**src/rtl/dac_segmented_core.sv**
```systemverilog
// rtl/dac_segmented_core.sv - two-stage behavioural decode core of the segmented current-steering DAC
// Optional macro DAC_COMPLEMENT_CHECK_EN enables complement-input integrity checking.
module dac_segmented_core #(
  parameter int N_BIN   = 7,
  parameter int N_THERM = 17,
  parameter int OUT_W   = 12,
  parameter int ICAL_W  = 8,
  parameter int ATB_N   = 10
) (
  input  logic                             clkin,
  input  logic                             pdb,
  input  logic                             clkinb,
  input  logic [0:N_BIN-1]                 datainbin,
  input  logic [0:N_BIN-1]                 datainbinb,
  input  logic [0:N_THERM-1]               dataintherm,
  input  logic [0:N_THERM-1]               datainthermb,
  input  logic [ICAL_W-1:0]                dataical,
  input  logic [0:ATB_N-1]                 atb_ena,
  input  logic                             vddana_0p8,
  input  logic                             vddana_1p8,
  input  logic                             vssana,
  output logic [OUT_W-1:0]                 Vout,
  output logic [OUT_W-1:0]                 Voutb,
  output logic [OUT_W-1:0]                 Ical,
  output logic [0:ATB_N-1][OUT_W-1:0]      atb,
  output logic                             err
);

  localparam int POP_W = $clog2(N_THERM + 1);
  localparam logic [OUT_W-1:0] FS = OUT_W'(N_THERM * (2 ** N_BIN) + (2 ** N_BIN) - 1);

  logic [N_BIN-1:0]   bin_q;
  logic [0:N_THERM-1] therm_q;
  logic [ICAL_W-1:0]  ical_q;
  logic [0:ATB_N-1]   ena_q;
  logic               pwr_ok_q;
  logic               hold;

  // Stage 1: capture every input; index 0 of datainbin is the MSB, so a direct copy keeps weights.
  always_ff @(posedge clkin or negedge pdb) begin
    if (!pdb) begin
      bin_q    <= '0;
      therm_q  <= '0;
      ical_q   <= '0;
      ena_q    <= '0;
      pwr_ok_q <= 1'b0;
    end else begin
      bin_q    <= datainbin;
      therm_q  <= dataintherm;
      ical_q   <= dataical;
      ena_q    <= atb_ena;
      pwr_ok_q <= vddana_0p8 & vddana_1p8 & ~vssana;
    end
  end

`ifdef DAC_COMPLEMENT_CHECK_EN
  logic cmp_bad_q;
  logic unused_clkinb;

  always_ff @(posedge clkin or negedge pdb) begin
    if (!pdb) cmp_bad_q <= 1'b0;
    else      cmp_bad_q <= (datainbinb != ~datainbin) || (datainthermb != ~dataintherm);
  end

  assign hold          = cmp_bad_q;
  assign unused_clkinb = clkinb;
`else
  logic unused_inputs;

  assign hold          = 1'b0;
  assign unused_inputs = ^{clkinb, datainbinb, datainthermb};
`endif

  logic [POP_W-1:0] pop;
  logic             contig_bad;
  logic [OUT_W-1:0] code;

  always_comb begin
    pop        = '0;
    contig_bad = 1'b0;
    for (int i = 0; i < N_THERM; i++) begin
      pop = pop + POP_W'(therm_q[i]);
    end
    // A set cell whose lower neighbour is clear breaks the fill-from-bit-0 run.
    for (int i = 1; i < N_THERM; i++) begin
      if (therm_q[i] && !therm_q[i-1]) contig_bad = 1'b1;
    end
    code = (OUT_W'(pop) << N_BIN) + OUT_W'(bin_q);
  end

  logic [OUT_W-1:0]            vout_d;
  logic [OUT_W-1:0]            voutb_d;
  logic [OUT_W-1:0]            ical_d;
  logic                        err_d;
  logic [0:ATB_N-1][OUT_W-1:0] atb_d;

  always_comb begin
    vout_d  = Vout;
    voutb_d = Voutb;
    if (!pwr_ok_q) begin
      vout_d  = '0;
      voutb_d = '0;
    end else if (!hold) begin
      vout_d  = code;
      voutb_d = FS - code;
    end
    ical_d = pwr_ok_q ? (OUT_W'(ical_q) << 4) : '0;
    err_d  = err | contig_bad | hold;
  end

  always_comb begin
    atb_d = '0;
    for (int i = 0; i < ATB_N; i++) begin
      if (ena_q[i]) begin
        case (i)
          0:       atb_d[i] = vout_d;
          1:       atb_d[i] = voutb_d;
          2:       atb_d[i] = ical_d;
          3:       atb_d[i] = code;
          4:       atb_d[i] = OUT_W'(pop);
          5:       atb_d[i] = OUT_W'(bin_q);
          6:       atb_d[i] = OUT_W'({pwr_ok_q, err_d});
          7:       atb_d[i] = OUT_W'(ical_q);
          9:       atb_d[i] = '1;
          default: atb_d[i] = '0;
        endcase
      end
    end
  end

  // Stage 2: decoded outputs and test bus share one edge.
  always_ff @(posedge clkin or negedge pdb) begin
    if (!pdb) begin
      Vout  <= '0;
      Voutb <= '0;
      Ical  <= '0;
      atb   <= '0;
      err   <= 1'b0;
    end else begin
      Vout  <= vout_d;
      Voutb <= voutb_d;
      Ical  <= ical_d;
      atb   <= atb_d;
      err   <= err_d;
    end
  end

endmodule

```
**config.mk**
```make
export PLATFORM = sky130hd
export DESIGN_NAME = dac_segmented_core
export DESIGN_NICKNAME = d
export VERILOG_FILES = /design/src/rtl/dac_segmented_core.sv
export SDC_FILE = /design/constraint.sdc
export NUM_CORES = 1
export LEC_CHECK = 0
export CAP_MARGIN = 20
export CORE_ASPECT_RATIO = 1.25
export CORE_MARGIN = 2
export CORE_UTILIZATION = 42
export DETAILED_ROUTE_END_ITERATION = 16
export PLACE_DENSITY = 0.8
export SLEW_MARGIN = 25
export SYNTH_ARGS = -nofsm -noshare
export SYNTH_HDL_FRONTEND = slang
export SYNTH_SLANG_ARGS = --single-unit
```
**constraint.sdc**
```tcl
create_clock -name clkin -period 5.1 [get_ports clkin]
set_clock_uncertainty 0.15 [all_clocks]
set_input_delay 1.02 -clock clkin [delete_from_list [all_inputs] [get_ports clkin]]
set_output_delay 1.02 -clock clkin [all_outputs]
set_load 0.03 [all_outputs]
```
### After elaboration in Yosys (flattened, before gate mapping)

Index checks and enable logic that the tools add are counted.

| storage, ports and cells | value |
|---|---|
| register bits after elaboration | 188 |
| input bits | 72 |
| output and inout port bits | 157 |
| word-level logic and storage cells | 100 |

| cells by class | value |
|---|---|
| add/sub/neg operators | 18 |
| muxes and demuxes | 28 |
| bitwise logic cells | 4 |
| reduce and logical (&&, ||, !) cells | 32 |

Operators with widths:

| cell | number |
|---|---|
| 12-bit two-way mux | 8 |
| 5-bit by 1-bit adder with 5-bit output | 12 |
| 1-bit logical AND | 16 |
| 1-bit logical NOT | 16 |
| 1-bit two-way mux | 16 |
| 12-bit by 7-bit adder with 12-bit output | 1 |
| 12-bit subtractor (first input constant) | 1 |
| 8-bit two-way mux | 1 |
| 7-bit two-way mux | 1 |
| 4-bit by 1-bit adder with 5-bit output | 1 |
| 5-bit two-way mux | 1 |
| 3-bit by 1-bit adder with 4-bit output | 1 |
| 2-bit by 1-bit adder with 3-bit output | 1 |
| 1-bit by 1-bit adder with 2-bit output | 1 |
| 1-bit AND | 2 |
| 2-bit two-way mux | 1 |
| 1-bit inverter | 1 |
| 1-bit bitwise OR | 1 |

### Depth between registers and ports, before layout

Gate-level depths: netlist of the first run.

| depth | value |
|---|---|
| word-level depth | 20 |
| depth in mapped cells | 14 |
| mapped depth without buffers | 14 |

### Worst setup path after synthesis of the first run

Ideal clock, no wire load.

| timing path | value |
|---|---|
| path type | flip-flop to flip-flop |
| start point | reg therm_q[16] (netlist name) |
| end point | reg atb[106] (netlist name) |
| library setup time | 0.079 ns |
| data arrival time | 4.073 ns |
| required time | 4.871 ns |
| slack | 0.797 ns |
| cell stages (with the launch flop) | 13 |
| path buffers | 0 |
| clock period less this slack | 4.303 ns |
| cell sequence | dfrtp_1 -> inv_1 -> fa_1 -> fa_1 -> fa_1 -> fa_1 -> fa_1 -> fa_1 -> xnor2_1 -> inv_2 -> ha_1 -> or2_2 -> mux2i_1 |

RTL lines:

| element | line | text |
|---|---|---|
| from (decl) | 33 | `logic [0:N_THERM-1] therm_q;` |
| from (signal assigned) | 49 | `therm_q <= dataintherm;` |
| to (signal assigned) | 143 | `atb <= atb_d;` |
| to (decl) | 25 | `output logic [0:ATB_N-1][OUT_W-1:0] atb,` |

==> results.tsv, run 1 <==
stage	metric	value	unit
timing	setup_viol	0	
grt	grt_max_degree	102	
critical_path	crit_fanout	4	
synth	synth_mux_area_frac	0.007685	
clock_network	cts.clk_slew.worst_paths	0.06	ns
placed_design	dpl_cell_area	0.006696	mm2
timing	final.setup.tns	0	ns
synth	ys_ff_latch	141	
critical_path	worstPathRequired	5.28	ns
synth	yosys.area_share.simple	0.1218	
grt	gr-max-usage-layer	met2	
timing	hold_viol	0	
clock_network	cts_tree	yes	
synth	synthAdderAreaFrac	0.05668	
grt	met1_usage	0.1884	
synth	synth-compound-area-share	0.02017	
power	seqPwrFrac	0.386	
floorplan	num_io_pins	229	
route	drt-initial-drc-count	86	
clock_network	clk_latency	0.41	ns
timing	drv_slew	0	
synth	yosys_most_used_dff	dfrtp_1	
grt	grt_pass1_wl	16.84	mm
grt	met3_usage	0.05471	
synth	syn_inst	379	
synth	synth_top_family_by_area	simple AND/OR/NAND/NOR gates	
synth	synthMostInstantiatedCell	dfrtp_1	
final_layout	antenna_cells	0	
floorplan	num_rows	45	
synth	netlist_top_cells_area	dfrtp_1 (68%), buf_4 (8.5%), and2_1 (6.1%)	
synth	yosys.area.top_type	dfrtp_1	
floorplan	dieArea	0.01332	mm2
hold_path	hp-class	reg -> reg	
hold_path	min_to	atb[10]	
synth	synth_cell_types	29	
route	dr_total_vias	3099	
clock_network	cts_setup_buffers	0	
route	drt-pass1-iter-count	4	
synth	synth-edff-count	0	
route	drc	0	
critical_path	worstSetupPathType	reg -> reg	
hold_path	holdCritStartpoint	ena_q[9]	
floorplan	die_h	128.5	um
timing	grt_setup_unrepaired	no	
hold_path	holdPathStages	0	
critical_path	r2r_slack	0.48	ns
timing	tightestPinTransition	0.8659	ns
final_layout	seq_area	0.003528	mm2
placed_design	hpwlAfterDp	7.611	mm
placed_design	port_buffers	156	
power	clockPowerShare	0.355	
grt	antenna_found_initial	0	
power	power_density	444.5	mW/mm2
floorplan	die_w	103.6	um
clock_network	hold_buffers	0	
route	drtAntennaViolNets	0	
power	switching_share	0.3252	
clock_network	cts_resized	0	
timing	timing.final.crit_share	0.9063	
critical_path	r2r_start	therm_q[11]	
grt	globalRouteTotalUtil	0.1647	
power	switchingPower	1048	uW
critical_path	cp-start-kind	flip-flop	
timing	max_freq	0.2163	GHz
floorplan	core_area	0.01211	mm2
floorplan	initial_core_util	0.4304	
synth	ys_async_sr_fraction	1.000	
power	combPwrFrac	0.259	
synth	postSynthAreaPerCell	13.75	um2
synth	synth_top_area_frac	0.6772	
final_layout	fillers	940	
route	routed_wl	10.56	mm
clock_network	root_buffer	clkbuf_16	
timing	maxSlewHeadroom	0.4227	
critical_path	endpoint_kind	flip-flop	
placed_design	place_congestion	0.8145	
power	irDropWorstVdd	218.9	uV
critical_path	cp.arrival	4.80	ns
clock_network	htreeDepth	4	
flow_run	drv_cap	0	
critical_path	timing.rr.end	atb[106]	
route	wire_per_inst	14.81	um
power	p_int	2174	uW
grt	grt-ovfl-total	0	
final_layout	post-route-cell-area	0.007249	mm2
clock_network	clockBufferDepth	2	
final_layout	multi_input_area	0.001284	mm2
timing	finalCriticalPeriod	4.622	ns
synth	synth_common_cells	dfrtp_1 (141), buf_4 (59), and2_1 (51)	
route	vias_per_cell	4.346	
grt	first_global_vias	3175	
synth	synthXorXnorAreaFrac	0.006964	
grt	use_met2	0.2894	
synth	syn_area	0.005210	mm2
status	status	completed	
critical_path	rr_worst_depth	12	
synth	ys_seq_area_frac	0.6772	
final_layout	nNetsFinal	625	
clock_network	cts_inserted_buffers	17	
final_layout	area_growth	39.14	%
clock_network	cts_sinks	141	
power	leakagePower	0.003466	uW
final_layout	drive_gt1_frac	0.07468	
synth	synth_warnings	0	
==> cells by family after synthesis <==
| group | Yosys count |
|---|---|
| compound gates | 13 |
| xor+xnor | 2 |
| mux | 4 |
| other cells | 1 |
| fa+ha+maj | 17 |
| flops | 141 |
| simple gates | 109 |
| buf+inv | 92 |
==> power by group through the flow <==
stage                     Combinational (uW)  Sequential, uW  Clock, uW
after floorplan                          430            1390          0
after global placement                   815            1260          0
after detailed placement                 844            1270          0
after CTS                                848            1250       1170
after global routing                     901            1250       1220
final                                    833            1240       1140
==> layout make-up <==
class / count / area share
clock inverters: 15 / 0.01760
repair buffers: 158 / 0.2176
well taps: 164 / 0.02831
clock buffers: 17 / 0.05868
multi-input cells: 191 / 0.1771
flip-flops and latches: 141 / 0.4867
inverters: 27 / 0.01398
==> layout by cell type, fill, tap and decap left out, drive strengths merged <==
cell type	Yosys	routed
clkdlybuf4s50	0	155
dfrtp	141	141
and2	51	51
conb	1	46
inv	27	35
and3	18	18
clkbuf	6	17
nor2b	15	15
nor2	13	13
fa	11	11
nand2	6	6
ha	6	6
a21oi	4	4
mux2i	4	4
clkinv	0	4
o22ai	3	3
clkinvlp	0	3
buf	59	3
nand3	2	2
xnor2	2	2
o21a	2	2
nor4	1	1
a2111oi	1	1
a31oi	1	1
nand2b	1	1
or2	1	1
o221ai	1	1
nand4b	1	1
a21boi	1	1
==> layer usage <==
layer | up-vias | share of wire
met5 | - | 0
met4 | 0 | 0.018
met3 | 14 | 0.074
met2 | 164 | 0.51
met1 | 1524 | 0.39
li1 | 1397 | -
==> how the worst max path moves through the flow <==
stage	cells past startpoint	startpoint	slack, ns	end
after floorplan	12	therm_q[16]	0.80	atb[106]
after global routing	12	therm_q[11]	0.26	atb[106]
after detailed placement	12	therm_q[11]	0.43	atb[106]
final	12	therm_q[11]	0.48	atb[106]
after global placement	12	therm_q[15]	0.58	atb[106]
after CTS	12	therm_q[11]	0.42	atb[106]
==> flip-flops by register name, indices dropped and copies added (netlist names) <==
signal	cells
Voutb	12
Ical	8
ena_q	9
therm_q	17
Vout	11
ical_q	8
pwr_ok_q	1
err	1
bin_q	7
atb	67
==> critical path: stages (launching register included) <==
cell,delay [ns]
dfrtp_1,0.38
inv_1,0.07
fa_1,0.56
fa_1,0.43
fa_1,0.54
fa_1,0.43
fa_1,0.44
fa_1,0.43
xnor2_1,0.33
inv_2,0.11
ha_1,0.25
or2_2,0.30
mux2i_1,0.12
==> per-stage QoR <==
stage / setup WS (ns) / utilization / power (uW) / instances / hold slack, ns
after detailed placement: 0.4329 / 0.5532 / 2109 / 681 / 0.1903
after CTS: 0.4218 / 0.5989 / 3264 / 713 / 0.2041
after global routing: 0.2614 / 0.5989 / 3375 / 713 / 0.2068
after global placement: 0.5803 / 0.5532 / 2079 / 681 / 0.1839
final: 0.4778 / 0.5989 / 3222 / 713 / 0.2000
after floorplan: 0.7973 / - / 1820 / 424 / 0.1812
Power figures use the tool's default switching activity.
==> inputs of run 2 (changes only) <==
--- a/config.mk
+++ b/config.mk
@@ -11,6 +11,7 @@
 export CORE_UTILIZATION = 42
 export DETAILED_ROUTE_END_ITERATION = 16
 export PLACE_DENSITY = 0.8
+export SKIP_LAST_GASP = 1
 export SLEW_MARGIN = 25
 export SYNTH_ARGS = -nofsm -noshare
 export SYNTH_HDL_FRONTEND = slang
==> results of run 2 <==
Final layout, timing and power as in run 1 (identical DEF).
==> inputs of run 3 (changes only) <==
--- a/config.mk
+++ b/config.mk
@@ -7,7 +7,7 @@
 export LEC_CHECK = 0
 export CAP_MARGIN = 20
 export CORE_ASPECT_RATIO = 1.25
-export CORE_MARGIN = 2
+export CORE_MARGIN = 10
 export CORE_UTILIZATION = 42
 export DETAILED_ROUTE_END_ITERATION = 16
 export PLACE_DENSITY = 0.8
==> constraint.sdc (replaced) <==
create_clock -name clkin -period 5.1 [get_ports clkin]
set_clock_uncertainty 0.15 [all_clocks]
set_input_delay 1.02 -clock clkin [delete_from_list [all_inputs] [get_ports clkin]]
set_output_delay 1.02 -clock clkin [all_outputs]
set_load 0.01 [all_outputs]
==> run 3 against run 2 <==
Effect of this change:
- non-clock buffer count is the same
- sequential share of layout area is 0.62 points lower
- via count is 1.3% higher
- utilization grew 0.49 points
- design area increased by 1.3%
- die area rose by 30%
- clock power grew 17%
- final cell count unchanged
- critical path depth unchanged
- power up 1.2%
- register-to-register slack gained 0.03 ns
==> results.tsv, run 3 (synthesized netlist as in run 1, its figures left out) <==
stage	metric	value	unit
timing	tightestPinTransition	0.8830	ns
final_layout	layout_commonest_cell	clkdlybuf4s50_1	
final_layout	layout_common_cells	clkdlybuf4s50_1 (155), dfrtp_1 (141), and2_1 (51), conb_1 (46), inv_1 (26)	
grt	grt_pass1_wl	19.23	mm
clock_network	htreeDepth	4	
final_layout	drive_gt1_frac	0.07286	
power	power_density	444.1	mW/mm2
floorplan	initial_core_util	0.4284	
critical_path	worstPathRequired	5.27	ns
route	drc	0	
status	status	completed	
timing	grt_setup_unrepaired	no	
power	irDropWorstVdd	199.9	uV
critical_path	cp-start-kind	flip-flop	
clock_network	cts_resized	0	
clock_network	hold_buffers	0	
floorplan	dieArea	0.01729	mm2
route	drt-initial-drc-count	139	
route	wire_per_inst	17.21	um
grt	antenna_found_initial	0	
timing	finalCriticalPeriod	4.588	ns
clock_network	cts_sinks	141	
grt	grt_max_degree	104	
critical_path	timing.rr.end	atb[106]	
critical_path	endpoint_kind	flip-flop	
flow_run	drv_cap	0	
critical_path	crit_fanout	4	
placed_design	port_buffers	156	
final_layout	largest_registers	atb x67, therm_q x17, Voutb x12	
clock_network	cts_inserted_buffers	17	
route	drt-pass1-iter-count	4	
timing	setup_viol	0	
hold_path	min_to	atb[10]	
timing	maxSlewHeadroom	0.4113	
final_layout	area_growth	40.95	%
clock_network	cts_setup_buffers	0	
final_layout	antenna_cells	0	
floorplan	num_rows	45	
timing	max_freq	0.2180	GHz
final_layout	largest_reg_flops	67	
timing	timing.final.crit_share	0.8996	
critical_path	cp.arrival	4.76	ns
route	routed_wl	12.27	mm
clock_network	clk_latency	0.41	ns
placed_design	dp_cells	681	
grt	first_global_vias	3554	
placed_design	place_congestion	0.8591	
critical_path	r2r_slack	0.51	ns
critical_path	rr_worst_depth	12	
clock_network	cts_tree	yes	
hold_path	hp-class	reg -> reg	
critical_path	crit_start	therm_q[16]	
clock_network	root_buffer	clkbuf_16	
route	drtAntennaViolNets	0	
floorplan	die_w	119.6	um
route	vias_per_cell	4.403	
grt	globalRouteTotalUtil	0.1446	
floorplan	core_area	0.01216	mm2
timing	hold_viol	0	
critical_path	worstSetupPathType	reg -> reg	
final_layout	stdcell_count	713	
timing	final.setup.tns	0	ns
final_layout	nNetsFinal	625	
floorplan	die_h	144.5	um
final_layout	regMostFlops	atb	
placed_design	hpwlAfterDp	9.408	mm
floorplan	num_io_pins	229	
hold_path	holdPathStages	0	
final_layout	fillers	995	
timing	drv_slew	0	
critical_path	r2r_start	therm_q[16]	
power	leakagePower	0.003509	uW
clock_network	clockBufferDepth	2	
route	dr_total_vias	3139	
clock_network	cts.clk_slew.worst_paths	0.06	ns
grt	grt-ovfl-total	0	
hold_path	holdCritStartpoint	ena_q[9]	
run 3: layout make-up:
| class | count | area (um2) | share of cell area |
|---|---|---|---|
| clock buffers | 19 | 442.9 | 0.06032 |
| clock inverters | 13 | 203.9 | 0.02777 |
| inverters | 27 | 101.3 | 0.01380 |
| multi-input cells | 191 | 1284 | 0.1748 |
| flip-flops and latches | 141 | 3528 | 0.4805 |
| well taps | 164 | 205.2 | 0.02794 |
| repair buffers | 158 | 1578 | 0.2149 |
run 3: worst max-delay path by stage:
stage                     slack, ns  endpoint
after floorplan                0.80  atb[106]
after global placement         0.62  atb[106]
after detailed placement       0.52  atb[106]
after CTS                      0.48  atb[106]
after global routing           0.33  atb[106]
final                          0.51  atb[106]
run 3: per-layer routing:
| metal | global-route usage | up-vias | wire, um |
|---|---|---|---|
| li1 | - | 1394 | - |
| met1 | 0.1572 | 1552 | 4878 |
| met2 | 0.2439 | 166 | 6130 |
| met3 | 0.06123 | 27 | 973 |
| met4 | 0.05980 | 0 | 291 |
| met5 | 0 | - | 0 |
run 3: stage by stage:
stage            util  instance area, um2  hold WS [ns]  power [uW]  setup WS, ns
5_1_grt        0.6038                7343        0.2030        3413        0.3323
3_3_place_gp   0.5506                6696        0.1831        1941        0.6157
6_report       0.6038                7343        0.2014        3261        0.5121
2_1_floorplan       -                5379        0.1812        1678        0.7973
3_5_place_dp   0.5506                6696        0.1878        1965        0.5162
4_1_cts        0.6038                7343        0.2021        3310        0.4782
run 3: power by group:
group,switching [uW],internal [uW]
combinational,349,332
sequential,45.2,1200
clock,486,846
run 3: worst max-delay path: stages, from the launching register on:
cell and delay, ns:
dfrtp_1 0.35, inv_1 0.07, fa_1 0.58, fa_1 0.45, fa_1 0.54, fa_1 0.42, fa_1 0.44, fa_1 0.43
xnor2_1 0.30, inv_2 0.10, ha_1 0.24, or2_2 0.29, mux2i_1 0.13
